### src/rtl/modred_radix_if.sv
`default_nettype none
// ============================================================================
// Module   : modred_radix_if
// Purpose  : start/operand/result bundle for the modred_radix reducer
// Revision : 1.0
// ============================================================================
interface modred_radix_if #(
    parameter int WIDTH = 16
) ();
    logic                   ready_in;
    logic                   op_in;
    logic [2*WIDTH-1:0]     value_in;
    logic [WIDTH-1:0]       modulus_in;
    logic [WIDTH-1:0]       remainder_out;
    logic [2*WIDTH-1:0]     quotient_out;
    logic                   busy_out;
    logic                   valid_out;
    logic                   error_out;

    modport master (
        output ready_in, op_in, value_in, modulus_in,
        input  remainder_out, quotient_out, busy_out, valid_out, error_out
    );

    modport slave (
        input  ready_in, op_in, value_in, modulus_in,
        output remainder_out, quotient_out, busy_out, valid_out, error_out
    );
endinterface
`default_nettype wire

### src/rtl/modred_radix.sv
`default_nettype none
// ============================================================================
// Module   : modred_radix
// Purpose  : fixed-latency restoring divider, RADIX_BITS quotient bits/cycle,
//            with optional a*b pre-multiply for (a*b) mod m
// Revision : 1.0
// ============================================================================
module modred_radix #(
    parameter int WIDTH      = 16,
    parameter int RADIX_BITS = 2
) (
    input  logic            clk_in,
    input  logic            rst_n_in,
    modred_radix_if.slave   bus
);
    localparam int DW    = 2 * WIDTH;
    localparam int TW    = WIDTH + RADIX_BITS;
    localparam int STEPS = DW / RADIX_BITS;
    localparam int NUM_K = 1 << RADIX_BITS;
    localparam int CW    = $clog2(STEPS + 1);

    localparam logic [1:0] S_IDLE = 2'd0;
    localparam logic [1:0] S_RUN  = 2'd1;
    localparam logic [1:0] S_DONE = 2'd2;

    generate
        if (!(RADIX_BITS == 1 || RADIX_BITS == 2 || RADIX_BITS == 4 || RADIX_BITS == 8)
            || ((DW % RADIX_BITS) != 0)) begin : g_bad_radix
            $error("modred_radix: RADIX_BITS must be 1, 2, 4 or 8 and divide 2*WIDTH");
        end
    endgenerate

    logic [1:0]        state_q, state_d;
    logic [WIDTH-1:0]  m_q, m_d;
    logic [DW-1:0]     d_q, d_d;
    logic [TW-1:0]     r_q, r_d;
    logic [DW-1:0]     q_q, q_d;
    logic [CW-1:0]     cnt_q, cnt_d;
    logic [WIDTH-1:0]  rem_q, rem_d;
    logic [DW-1:0]     quot_q, quot_d;
    logic              busy_q, busy_d;
    logic              valid_q, valid_d;
    logic              err_q, err_d;

    logic [DW-1:0]          prod_w;
    logic [TW-1:0]          m_ext_w;
    logic [TW-1:0]          t_w;
    logic [TW-1:0]          mult_w [NUM_K];
    logic [RADIX_BITS-1:0]  k_w;
    logic [TW-1:0]          km_w;
    logic [TW-1:0]          diff_w;

    assign prod_w  = DW'(bus.value_in[WIDTH-1:0]) * DW'(bus.value_in[DW-1:WIDTH]);
    assign m_ext_w = TW'(m_q);
    assign t_w     = (r_q << RADIX_BITS) | TW'(d_q[DW-1 -: RADIX_BITS]);

    // All candidate multiples k*m are formed in parallel; r < m keeps them in TW bits.
    generate
        for (genvar gk = 0; gk < NUM_K; gk++) begin : g_mult
            assign mult_w[gk] = TW'(gk) * m_ext_w;
        end
    endgenerate

    // Multiples are monotonic, so the last passing compare is the largest k.
    always_comb begin
        k_w  = '0;
        km_w = '0;
        for (int k = 1; k < NUM_K; k++) begin
            if (t_w >= mult_w[k]) begin
                k_w  = RADIX_BITS'(k);
                km_w = mult_w[k];
            end
        end
    end

    assign diff_w = t_w - km_w;

    always_comb begin
        state_d = state_q;
        m_d     = m_q;
        d_d     = d_q;
        r_d     = r_q;
        q_d     = q_q;
        cnt_d   = cnt_q;
        rem_d   = rem_q;
        quot_d  = quot_q;
        busy_d  = busy_q;
        valid_d = 1'b0;
        err_d   = err_q;
        case (state_q)
            S_IDLE: begin
                if (bus.ready_in) begin
                    m_d    = bus.modulus_in;
                    d_d    = bus.op_in ? prod_w : bus.value_in;
                    r_d    = '0;
                    q_d    = '0;
                    cnt_d  = CW'(STEPS - 1);
                    busy_d = 1'b1;
                    state_d = (bus.modulus_in == '0) ? S_DONE : S_RUN;
                end
            end
            S_RUN: begin
                d_d = d_q << RADIX_BITS;
                r_d = diff_w;
                q_d = (q_q << RADIX_BITS) | DW'(k_w);
                if (cnt_q == '0) begin
                    state_d = S_DONE;
                end else begin
                    cnt_d = cnt_q - CW'(1);
                end
            end
            S_DONE: begin
                // r and q were cleared on acceptance, so a zero modulus reports zeros.
                rem_d   = r_q[WIDTH-1:0];
                quot_d  = q_q;
                err_d   = (m_q == '0);
                valid_d = 1'b1;
                busy_d  = 1'b0;
                state_d = S_IDLE;
            end
            default: begin
                state_d = S_IDLE;
            end
        endcase
    end

    always_ff @(posedge clk_in or negedge rst_n_in) begin
        if (!rst_n_in) begin
            state_q <= S_IDLE;
            m_q     <= '0;
            d_q     <= '0;
            r_q     <= '0;
            q_q     <= '0;
            cnt_q   <= '0;
            rem_q   <= '0;
            quot_q  <= '0;
            busy_q  <= 1'b0;
            valid_q <= 1'b0;
            err_q   <= 1'b0;
        end else begin
            state_q <= state_d;
            m_q     <= m_d;
            d_q     <= d_d;
            r_q     <= r_d;
            q_q     <= q_d;
            cnt_q   <= cnt_d;
            rem_q   <= rem_d;
            quot_q  <= quot_d;
            busy_q  <= busy_d;
            valid_q <= valid_d;
            err_q   <= err_d;
        end
    end

    assign bus.remainder_out = rem_q;
    assign bus.quotient_out  = quot_q;
    assign bus.busy_out      = busy_q;
    assign bus.valid_out     = valid_q;
    assign bus.error_out     = err_q;
endmodule
`default_nettype wire

### src/flat_wrapper.sv
// flat-port wrapper written by rule: the top's interface ports become plain ports
module modred_radix_flat 
#(
    parameter int WIDTH      = 16,
    parameter int RADIX_BITS = 2
)
  (clk_in, rst_n_in, bus_ready_in, bus_op_in, bus_value_in, bus_modulus_in, bus_remainder_out, bus_quotient_out, bus_busy_out, bus_valid_out, bus_error_out);
  modred_radix_if #(.WIDTH(WIDTH)) bus_i ();
  input  logic clk_in;
  input  logic rst_n_in;
  input wire logic [$bits(bus_i.ready_in)-1:0] bus_ready_in;
  input wire logic [$bits(bus_i.op_in)-1:0] bus_op_in;
  input wire logic [$bits(bus_i.value_in)-1:0] bus_value_in;
  input wire logic [$bits(bus_i.modulus_in)-1:0] bus_modulus_in;
  output wire logic [$bits(bus_i.remainder_out)-1:0] bus_remainder_out;
  output wire logic [$bits(bus_i.quotient_out)-1:0] bus_quotient_out;
  output wire logic [$bits(bus_i.busy_out)-1:0] bus_busy_out;
  output wire logic [$bits(bus_i.valid_out)-1:0] bus_valid_out;
  output wire logic [$bits(bus_i.error_out)-1:0] bus_error_out;
  assign bus_i.ready_in = bus_ready_in;
  assign bus_i.op_in = bus_op_in;
  assign bus_i.value_in = bus_value_in;
  assign bus_i.modulus_in = bus_modulus_in;
  assign bus_remainder_out = bus_i.remainder_out;
  assign bus_quotient_out = bus_i.quotient_out;
  assign bus_busy_out = bus_i.busy_out;
  assign bus_valid_out = bus_i.valid_out;
  assign bus_error_out = bus_i.error_out;
  modred_radix #(.WIDTH(WIDTH), .RADIX_BITS(RADIX_BITS)) u_core (.clk_in(clk_in), .rst_n_in(rst_n_in), .bus(bus_i));
endmodule
### config.mk
export PLATFORM = sky130hd
export DESIGN_NAME = modred_radix_flat
export DESIGN_NICKNAME = d
export VERILOG_FILES = /design/src/rtl/modred_radix_if.sv /design/src/rtl/modred_radix.sv /design/src/flat_wrapper.sv
export SDC_FILE = /design/constraint.sdc
export NUM_CORES = 1
export LEC_CHECK = 0
export CAP_MARGIN = 20
export CORE_ASPECT_RATIO = 2
export CORE_MARGIN = 5
export CORE_UTILIZATION = 50
export DETAILED_ROUTE_END_ITERATION = 16
export PLACE_DENSITY = 0.69
export SLEW_MARGIN = 40
export SYNTH_ARGS = -nofsm -noshare
export SYNTH_HDL_FRONTEND = slang
export SYNTH_SLANG_ARGS = --single-unit
### constraint.sdc
create_clock -name clk_in -period 10.2 [get_ports clk_in]
set_input_delay 2.04 -clock clk_in [delete_from_list [all_inputs] [get_ports clk_in]]
set_output_delay 2.04 -clock clk_in [all_outputs]
set_load 0.03 [all_outputs]
==> results of run 1 <==
-- metal layers --
metal	global-route usage (%)	share of wire (%)	vias up
met5	0	0	-
met4	14.3	6.3	0
li1	-	-	6314
met3	2.43	2.7	138
met1	26.0	35	6957
met2	48.4	56	357
-- state kept, by name, summed over array words and instances (netlist names) --
register                  cells
u_core.bus.valid_out          1
u_core.bus.quotient_out      32
u_core.bus.busy_out           1
u_core.d_q                   32
u_core.bus.error_out          1
u_core.m_q                   16
u_core.q_q                   32
u_core.state_q                2
u_core.cnt_q                  5
u_core.bus.remainder_out     16
u_core.r_q                   16
-- layout make-up --
class / instances / area, um^2
fill: 3128 / 15300
clock buffer: 18 / 429
sequential: 154 / 3850
tap: 445 / 557
clock inverter: 14 / 135
multi-input combinational: 1364 / 12300
timing repair buffer: 122 / 1170
inverter: 272 / 1020
-- synth_stat cells, drive strengths merged, types with 8 or more instances --
| master | count | area share (%) |
|---|---|---|
| or3 | 17 | 0.64 |
| clkbuf | 77 | 1.7 |
| a211oi | 12 | 0.52 |
| fa | 196 | 22 |
| a31oi | 10 | 0.36 |
| o21a | 12 | 0.52 |
| nor2 | 50 | 1.1 |
| nand4 | 8 | 0.29 |
| o21bai | 10 | 0.45 |
| nand2b | 9 | 0.32 |
| a22o | 31 | 1.6 |
| xnor2 | 29 | 1.5 |
| a22oi | 17 | 0.73 |
| o221ai | 9 | 0.49 |
| nor3 | 16 | 0.46 |
| nand2 | 241 | 5.2 |
| and2 | 117 | 4.2 |
| xor2 | 23 | 1.2 |
| o21ai | 94 | 2.7 |
| a21o | 40 | 1.7 |
| a221oi | 14 | 0.70 |
| inv | 271 | 5.8 |
| mux2 | 53 | 3.4 |
| ha | 195 | 14 |
| a21oi | 71 | 2.1 |
| dfrtp | 154 | 22 |
| nand3 | 12 | 0.34 |
-- kinds of logic after synthesis --
kind of cell    count (synthesis)  share of synthesized area, %
flops                         154                          22.1
mux                            60                          3.82
simple gates                  504                          13.8
xor+xnor                       52                          2.61
compound gates                357                          13.8
buf+inv                       351                          7.54
fa+ha+maj                     391                          36.4
-- worst max-delay path by stage --
stage | startpoint | slack, ps | cells past startpoint | endpoint
floorplan | bus_value_in[25] | 2100 | 24 | u_core.d_q[26]
detailed placement | bus_value_in[22] | 1050 | 22 | u_core.d_q[26]
finish | bus_value_in[22] | 1490 | 22 | u_core.d_q[26]
global route | bus_value_in[22] | 1150 | 22 | u_core.d_q[26]
global placement | bus_value_in[22] | 1180 | 22 | u_core.d_q[26]
CTS | bus_value_in[22] | 1510 | 22 | u_core.d_q[26]
-- worst max-delay path: stages --
cell and delay (ps):
clkdlybuf4s50_1 730, and2_1 350, fa_1 530, inv_1 50, fa_1 490, fa_1 510
inv_1 50, fa_1 480, fa_1 550, inv_1 50, fa_1 520, inv_1 40
ha_1 360, a21o_1 230, a2111oi_2 460, a21oi_1 100, or2_2 300, nand4bb_1 190
a31oi_1 150, o21ai_0 190, mux2_2 360, a221oi_1 300
-- through the flow --
stage,cell area (um^2),instances,setup WS (ps)
after floorplan,17500,1869,2100
after global placement,18900,2357,1180
after detailed placement,18900,2357,1050
after CTS,19500,2389,1510
after global routing,19500,2389,1150
final,19500,2389,1490
==> flow_summary.yaml, run 1 <==
logic_synthesis:
  synth_cell_types: 62
  syn_inst: 1869
  synthesis.area_per_instance_um2: 9.35
  synth.net_count: 2312
  number_of_enable_flip_flop_cells_after_synthesis: 0
  postSynthRegisterBits: 154
  yosys_most_used_dff: "dfrtp_1"
  synth.cell_area_um2: 17500
  synthArstFlopShare_pct: 100
  yosys_warnings: 0
  yosysSeqAreaShare_pct: 22.1
floorplanning:
  die_width_um: 142
  coreArea_um2: 34800
  start_util_pct: 50.2
  dieArea_um2: 39000
  floorplan.die.height_um: 274
  num_io_pins: 103
  core.rowCount: 97
layout:
  antenna_cells: 0
  fin_util_pct: 56.0
  layout.cells.most_common_list: "inv_1 (270), nand2_1 (241), fa_1 (196), ha_1 (195), dfrtp_1 (153)"
  final_net_count: 2374
  drive_above_1_share_pct: 6.48
  area.growth.synth_to_final_pct: 11.6
  layout_commonest_cell: "inv_1"
critical_path:
  worst_r2r_endpoint: "u_core.r_q[14]"
  critPathArrivalTime_ps: 9040
  worstPathMaxFanout: 17
  required_time_at_the_worst_slack_endpoint_ps: 10530
  timing.critical_path.to_type: "flop"
  critical_path_class: "in2reg"
  r2r_slack_ps: 3140
  cell_count_of_the_worst_reg_to_reg_path: 23
  rr_startpoint: "u_core.m_q[1]"
  worstSetupStartpointType: "input port"
clocking:
  holdBufCountCts: 0
  ctsHtreeMaxLevel: 4
  tritoncts: "done"
  cts_inserted_buffers: 17
  post_cts_buffers: 0
  cts.path.max_buffers: 2
  clock_sink_count: 154
  ctsRootBufferMaster: "clkbuf_16"
  post_cts_resized: 0
  worst_setup_hold_path_clk_slew_ps: 60
  clock_insertion_delay_worst_skew_ps: 440
sta:
  max_freq_mhz: 115
  hold_violations: 0
  final_setup_violation_count: 0
  hold_slack_final_ps: 477
  grt_setup_unrepaired: "false"
  max_slew.worst_pin.slew_ps: 840
  period_share_pct: 85.4
  slew_headroom_pct: 43.8
  fin_worst_skew_ps: 8.01
  totalNegativeSetupSlack_ps: 0
  layout_min_cycle_time_ps: 8710
  final_report_max_slew_violation_count: 0
place:
  port_buffers: 102
  dp.final_hpwl_um: 38600
  place.gp.congestion: 0.952
global_route:
  grt_max_degree: 86
  gr-usage-all-layers_pct: 25.2
  grt.overflow.total: 0
  grt_pass1_vias: 14965
  initial_antenna_violation_count: 0
  grt_first_pass_wirelength_um: 77100
worst_hold_path:
  min_delay_path_depth: 2
  min_delay_worst_endpoint: "u_core.bus.error_out"
  hold_path_startpoint: "u_core.bus.error_out"
  timing.hold.worst.class: "reg2reg"
outcome:
  outcome: "completed"
detailed_routing:
  ant_nets: 0
  vias_per_cell: 5.76
  vias: 13766
  routedWlPerCell_um: 20.0
  drt_pass1_iterations: 5
  detailedRoute.firstIterationViolations: 619
  routed_wirelength_um: 47800
  remaining_drc_errors: 0
job:
  max-cap-violations: 0
Power of run 1 is left out: the tool's default activity adds up to more than one toggle a clock period on the data nets, which glitch-free logic cannot reach.
==> run 2: changes to the inputs <==
--- a/config.mk
+++ b/config.mk
@@ -10,8 +10,7 @@
 export CORE_MARGIN = 5
 export CORE_UTILIZATION = 50
 export DETAILED_ROUTE_END_ITERATION = 16
-export PLACE_DENSITY = 0.69
-export SLEW_MARGIN = 40
+export PLACE_DENSITY_LB_ADDON = 0.12
 export SYNTH_ARGS = -nofsm -noshare
 export SYNTH_HDL_FRONTEND = slang
 export SYNTH_SLANG_ARGS = --single-unit
==> flow_summary.yaml, run 2 (synthesis gave the netlist of run 1 again) <==
worst_hold_path:
  timing.hold.worst.class: "reg2reg"
global_route:
  gr-max-usage-layer: "met2"
  grt_pass1_vias: 14827
  grt_first_pass_wirelength_um: 78000
  grt.overflow.total: 0
  grt_max_degree: 81
  gr-usage-all-layers_pct: 25.7
  met1_track_usage_gr_pct: 26.8
  initial_antenna_violation_count: 0
  grtUsageMet3_pct: 2.27
  grt_use_met2_pct: 49.7
clocking:
  post_cts_buffers: 0
  clock_insertion_delay_worst_skew_ps: 450
  tritoncts: "done"
  cts.path.max_buffers: 2
  worst_setup_hold_path_clk_slew_ps: 70
  post_cts_resized: 0
  clock_sink_count: 154
  holdBufCountCts: 0
  cts_inserted_buffers: 17
  ctsRootBufferMaster: "clkbuf_16"
  ctsHtreeMaxLevel: 4
sta:
  layout_min_cycle_time_ps: 8750
  slew_headroom_pct: 38.7
  max_slew.worst_pin.slew_ps: 919
  hold_violations: 0
  period_share_pct: 85.8
  grt_setup_unrepaired: "false"
  final_report_max_slew_violation_count: 0
  final_setup_violation_count: 0
  max_freq_mhz: 114
  totalNegativeSetupSlack_ps: 0
  fin_worst_skew_ps: 13.9
critical_path:
  slowest_stage: "clkdlybuf4s50_1"
  cell_count_of_the_worst_reg_to_reg_path: 29
  r2r_slack_ps: 2970
  required_time_at_the_worst_slack_endpoint_ps: 10540
  critical_path.max_stage_delay_ps: 800
  critPathArrivalTime_ps: 9090
  timing.critical_path.to_type: "flop"
  worst_path_most_repeated_cell: "fa_1"
  startpoint: "bus_value_in[6]"
  path_cells: "clkdlybuf4s50_1 -> and2_1 -> fa_1 -> inv_1 -> fa_1 -> fa_1 -> fa_1 -> inv_1 -> fa_1 -> inv_1 -> fa_1 -> inv_1 -> ha_1 -> a21o_1 -> a2111oi_2 -> a21oi_1 -> or2_2 -> nand4bb_1 -> a31oi_1 -> o21ai_0 -> mux2_2 -> a221oi_1"
  worstPathMaxFanout: 17
  critical_path_class: "in2reg"
  crit_path_end: "u_core.d_q[26]"
  worst_r2r_endpoint: "u_core.r_q[14]"
  rr_startpoint: "u_core.m_q[1]"
  worstSetupStartpointType: "input port"
floorplanning:
  num_io_pins: 103
  core.rowCount: 97
  coreArea_um2: 34800
  dieArea_um2: 39000
  die_width_um: 142
  floorplan.die.height_um: 274
  start_util_pct: 50.2
layout:
  stdcell_area_um2: 19500
  drive_above_1_share_pct: 6.47
  final_net_count: 2377
  layout_commonest_cell: "inv_1"
  area.growth.synth_to_final_pct: 11.8
  seqCellArea_um2: 3850
  fillCellCount: 3144
  antenna_cells: 0
  layout.cells.most_common_list: "inv_1 (270), nand2_1 (241), fa_1 (196), ha_1 (195), dfrtp_1 (154)"
  area_of_the_multi_input_gates_um2: 12300
detailed_routing:
  routedWlPerCell_um: 20.2
  vias: 13522
  vias_per_cell: 5.65
  drt_pass1_iterations: 5
  detailedRoute.firstIterationViolations: 610
  ant_nets: 0
  remaining_drc_errors: 0
  routed_wirelength_um: 48200
place:
  place.gp.congestion: 0.903
  postPlaceCellArea_um2: 19000
  dp.final_hpwl_um: 38900
  port_buffers: 102
outcome:
  outcome: "completed"
job:
  max-cap-violations: 0
run 2: critical path: cells and delay by family:
kind                       cells  cell delay (ps)
and+or+nand+nor                3              830
AOI/OAI and AO/OA              6             1440
buffers and inverters          5             1000
adders and majority gates      7             3380
muxes                          1              360
run 2: per-stage QoR:
stage	hold WS, ps	cells	setup WS [ps]	util (%)
2_1_floorplan	449	1869	2100	-
3_3_place_gp	460	2360	1170	54.4
3_5_place_dp	475	2360	1030	54.4
4_1_cts	491	2392	1490	56.1
5_1_grt	511	2392	1180	56.1
6_report	484	2392	1450	56.1
run 2: worst min path at each step:
stage | start | end | depth (start not counted)
floorplan | u_core.d_q[19] | u_core.d_q[19] | 2
finish | u_core.bus.error_out | u_core.bus.error_out | 2
global placement | u_core.bus.error_out | u_core.bus.error_out | 2
global route | u_core.d_q[4] | u_core.d_q[4] | 2
CTS | u_core.d_q[4] | u_core.d_q[4] | 2
detailed placement | u_core.bus.error_out | u_core.bus.error_out | 2
run 2: layer usage:
metal / share of wire (%) / up-vias
met5: 0 / -
met4: 6.0 / 0
met2: 56 / 335
met1: 35 / 6756
li1: - / 6301
met3: 3.0 / 130
run 2: area by class of cell:
class / count / area share [%]
Clock buffer: 18 / 2.25
Clock inverter: 14 / 0.781
Inverter: 272 / 5.22
Multi-Input combinational cell: 1364 / 63.1
Sequential cell: 154 / 19.7
Tap cell: 445 / 2.85
Timing Repair Buffer: 125 / 6.11
Power of run 2 is left out for the same reason.
==> run 3: changes to the inputs <==
--- a/config.mk
+++ b/config.mk
@@ -11,6 +11,7 @@
 export CORE_UTILIZATION = 50
 export DETAILED_ROUTE_END_ITERATION = 16
 export PLACE_DENSITY_LB_ADDON = 0.12
+export SETUP_SLACK_MARGIN = 0.02
 export SYNTH_ARGS = -nofsm -noshare
 export SYNTH_HDL_FRONTEND = slang
 export SYNTH_SLANG_ARGS = --single-unit
==> constraint.sdc (replaced) <==
create_clock -name clk_in -period 10.35 [get_ports clk_in]
set_input_delay 2.07 -clock clk_in [delete_from_list [all_inputs] [get_ports clk_in]]
set_output_delay 2.07 -clock clk_in [all_outputs]
set_load 0.03 [all_outputs]
==> flow_summary.yaml, run 3 (synthesis gave the netlist of run 1 again) <==
place:
  place.gp.congestion: 0.906
  pre_cts_ws_ps: 1210
  dp.final_hpwl_um: 38900
  port_buffers: 102
global_route:
  initial_antenna_violation_count: 0
  grt_max_degree: 81
  gr-usage-all-layers_pct: 25.8
  grt.overflow.total: 0
  grt_pass1_vias: 15056
  grt_first_pass_wirelength_um: 78700
critical_path:
  worstSetupStartpointType: "input port"
  worstPathMaxFanout: 17
  critPathArrivalTime_ps: 9110
  timing.critical_path.to_type: "flop"
  required_time_at_the_worst_slack_endpoint_ps: 10700
  critical_path_class: "in2reg"
sta:
  slew_headroom_pct: 38.8
  fin_worst_skew_ps: 10.2
  final_report_max_slew_violation_count: 0
  pnr_worst_setup_slack_ps: 1590
  final_setup_violation_count: 0
  hold_violations: 0
  layout_min_cycle_time_ps: 8760
  max_slew.worst_pin.slew_ps: 918
  totalNegativeSetupSlack_ps: 0
  period_share_pct: 84.6
  grt_setup_unrepaired: "false"
  max_freq_mhz: 114
layout:
  layout_commonest_cell: "inv_1"
  final_net_count: 2376
  antenna_cells: 0
  layout.cells.most_common_list: "inv_1 (270), nand2_1 (241), fa_1 (196), ha_1 (195), dfrtp_1 (154)"
  drive_above_1_share_pct: 6.37
  area.growth.synth_to_final_pct: 12.0
detailed_routing:
  maxUsedRoutingLayer: "met4"
  vias_per_cell: 5.72
  remaining_drc_errors: 0
  detailedRoute.firstIterationViolations: 577
  met3WireLength_um: 1480
  met1_length_um: 17000
  drt_pass1_iterations: 4
  routedWlPerCell_um: 20.3
  routed_wirelength_um: 48600
  dr_wl_met2_um: 27200
  vias: 13669
  ant_nets: 0
clocking:
  clock_sink_count: 154
  tritoncts: "done"
  clock_insertion_delay_worst_skew_ps: 440
  cts_inserted_buffers: 17
  post_cts_buffers: 0
  worst_setup_hold_path_clk_slew_ps: 70
  post_cts_resized: 0
  holdBufCountCts: 0
  ctsHtreeMaxLevel: 4
  ctsRootBufferMaster: "clkbuf_16"
  cts.path.max_buffers: 2
job:
  max-cap-violations: 0
outcome:
  outcome: "completed"
floorplanning:
  start_util_pct: 50.2
  core.rowCount: 97
  floorplan.die.height_um: 274
  die_width_um: 142
  coreArea_um2: 34800
  dieArea_um2: 39000
  num_io_pins: 103
worst_hold_path:
  timing.hold.worst.class: "reg2reg"
-- run 3: metal layers --
layer / vias to the layer above / GRT usage [%]
li1: 6303 / -
met1: 6897 / 26.7
met2: 342 / 49.7
met3: 127 / 2.37
met4: 0 / 14.1
met5: - / 0
-- run 3: critical path, cell delays in order --
cell	delay, ps
clkdlybuf4s50_1	1030
nand2_1	160
fa_1	580
fa_1	450
fa_1	510
inv_1	50
fa_1	460
fa_1	540
inv_1	50
fa_1	520
inv_1	40
ha_1	360
a21o_1	230
a2111oi_2	470
a21oi_1	120
or2_2	300
nand4bb_1	180
a31oi_1	150
o21ai_0	190
mux2_2	360
a221oi_1	280
-- run 3: worst paths after layout --
check	from	endpoint	slack (ps)	cells after the start
max	bus_value_in[11]	u_core.d_q[26]	1590	21
min	u_core.d_q[10]	u_core.d_q[10]	490	2
max reg2reg	u_core.m_q[1]	u_core.r_q[14]	3210	29
min reg2reg	u_core.d_q[10]	u_core.d_q[10]	490	2
max in group asynchronous	rst_n_in	u_core.bus.quotient_out[23]	7210	2
min in group asynchronous	rst_n_in	u_core.r_q[1]	1670	1
-- run 3: through the flow --
step | instance area (um^2) | hold WS [ps] | std cells | util [%]
floorplan | 17500 | 449 | 1869 | -
global placement | 18900 | 459 | 2359 | 54.4
detailed placement | 18900 | 474 | 2359 | 54.4
CTS | 19600 | 490 | 2391 | 56.2
global route | 19600 | 514 | 2391 | 56.2
finish | 19600 | 491 | 2391 | 56.2
-- run 3: cell type report --
cell class | instances | area (um^2)
Multi-Input combinational cell | 1364 | 12300
Timing Repair Buffer | 124 | 1190
Clock inverter | 14 | 205
Tap cell | 445 | 557
Inverter | 272 | 1020
Fill cell | 3172 | 15300
Sequential cell | 154 | 3850
Clock buffer | 18 | 429
Power of run 3 is left out for the same reason.
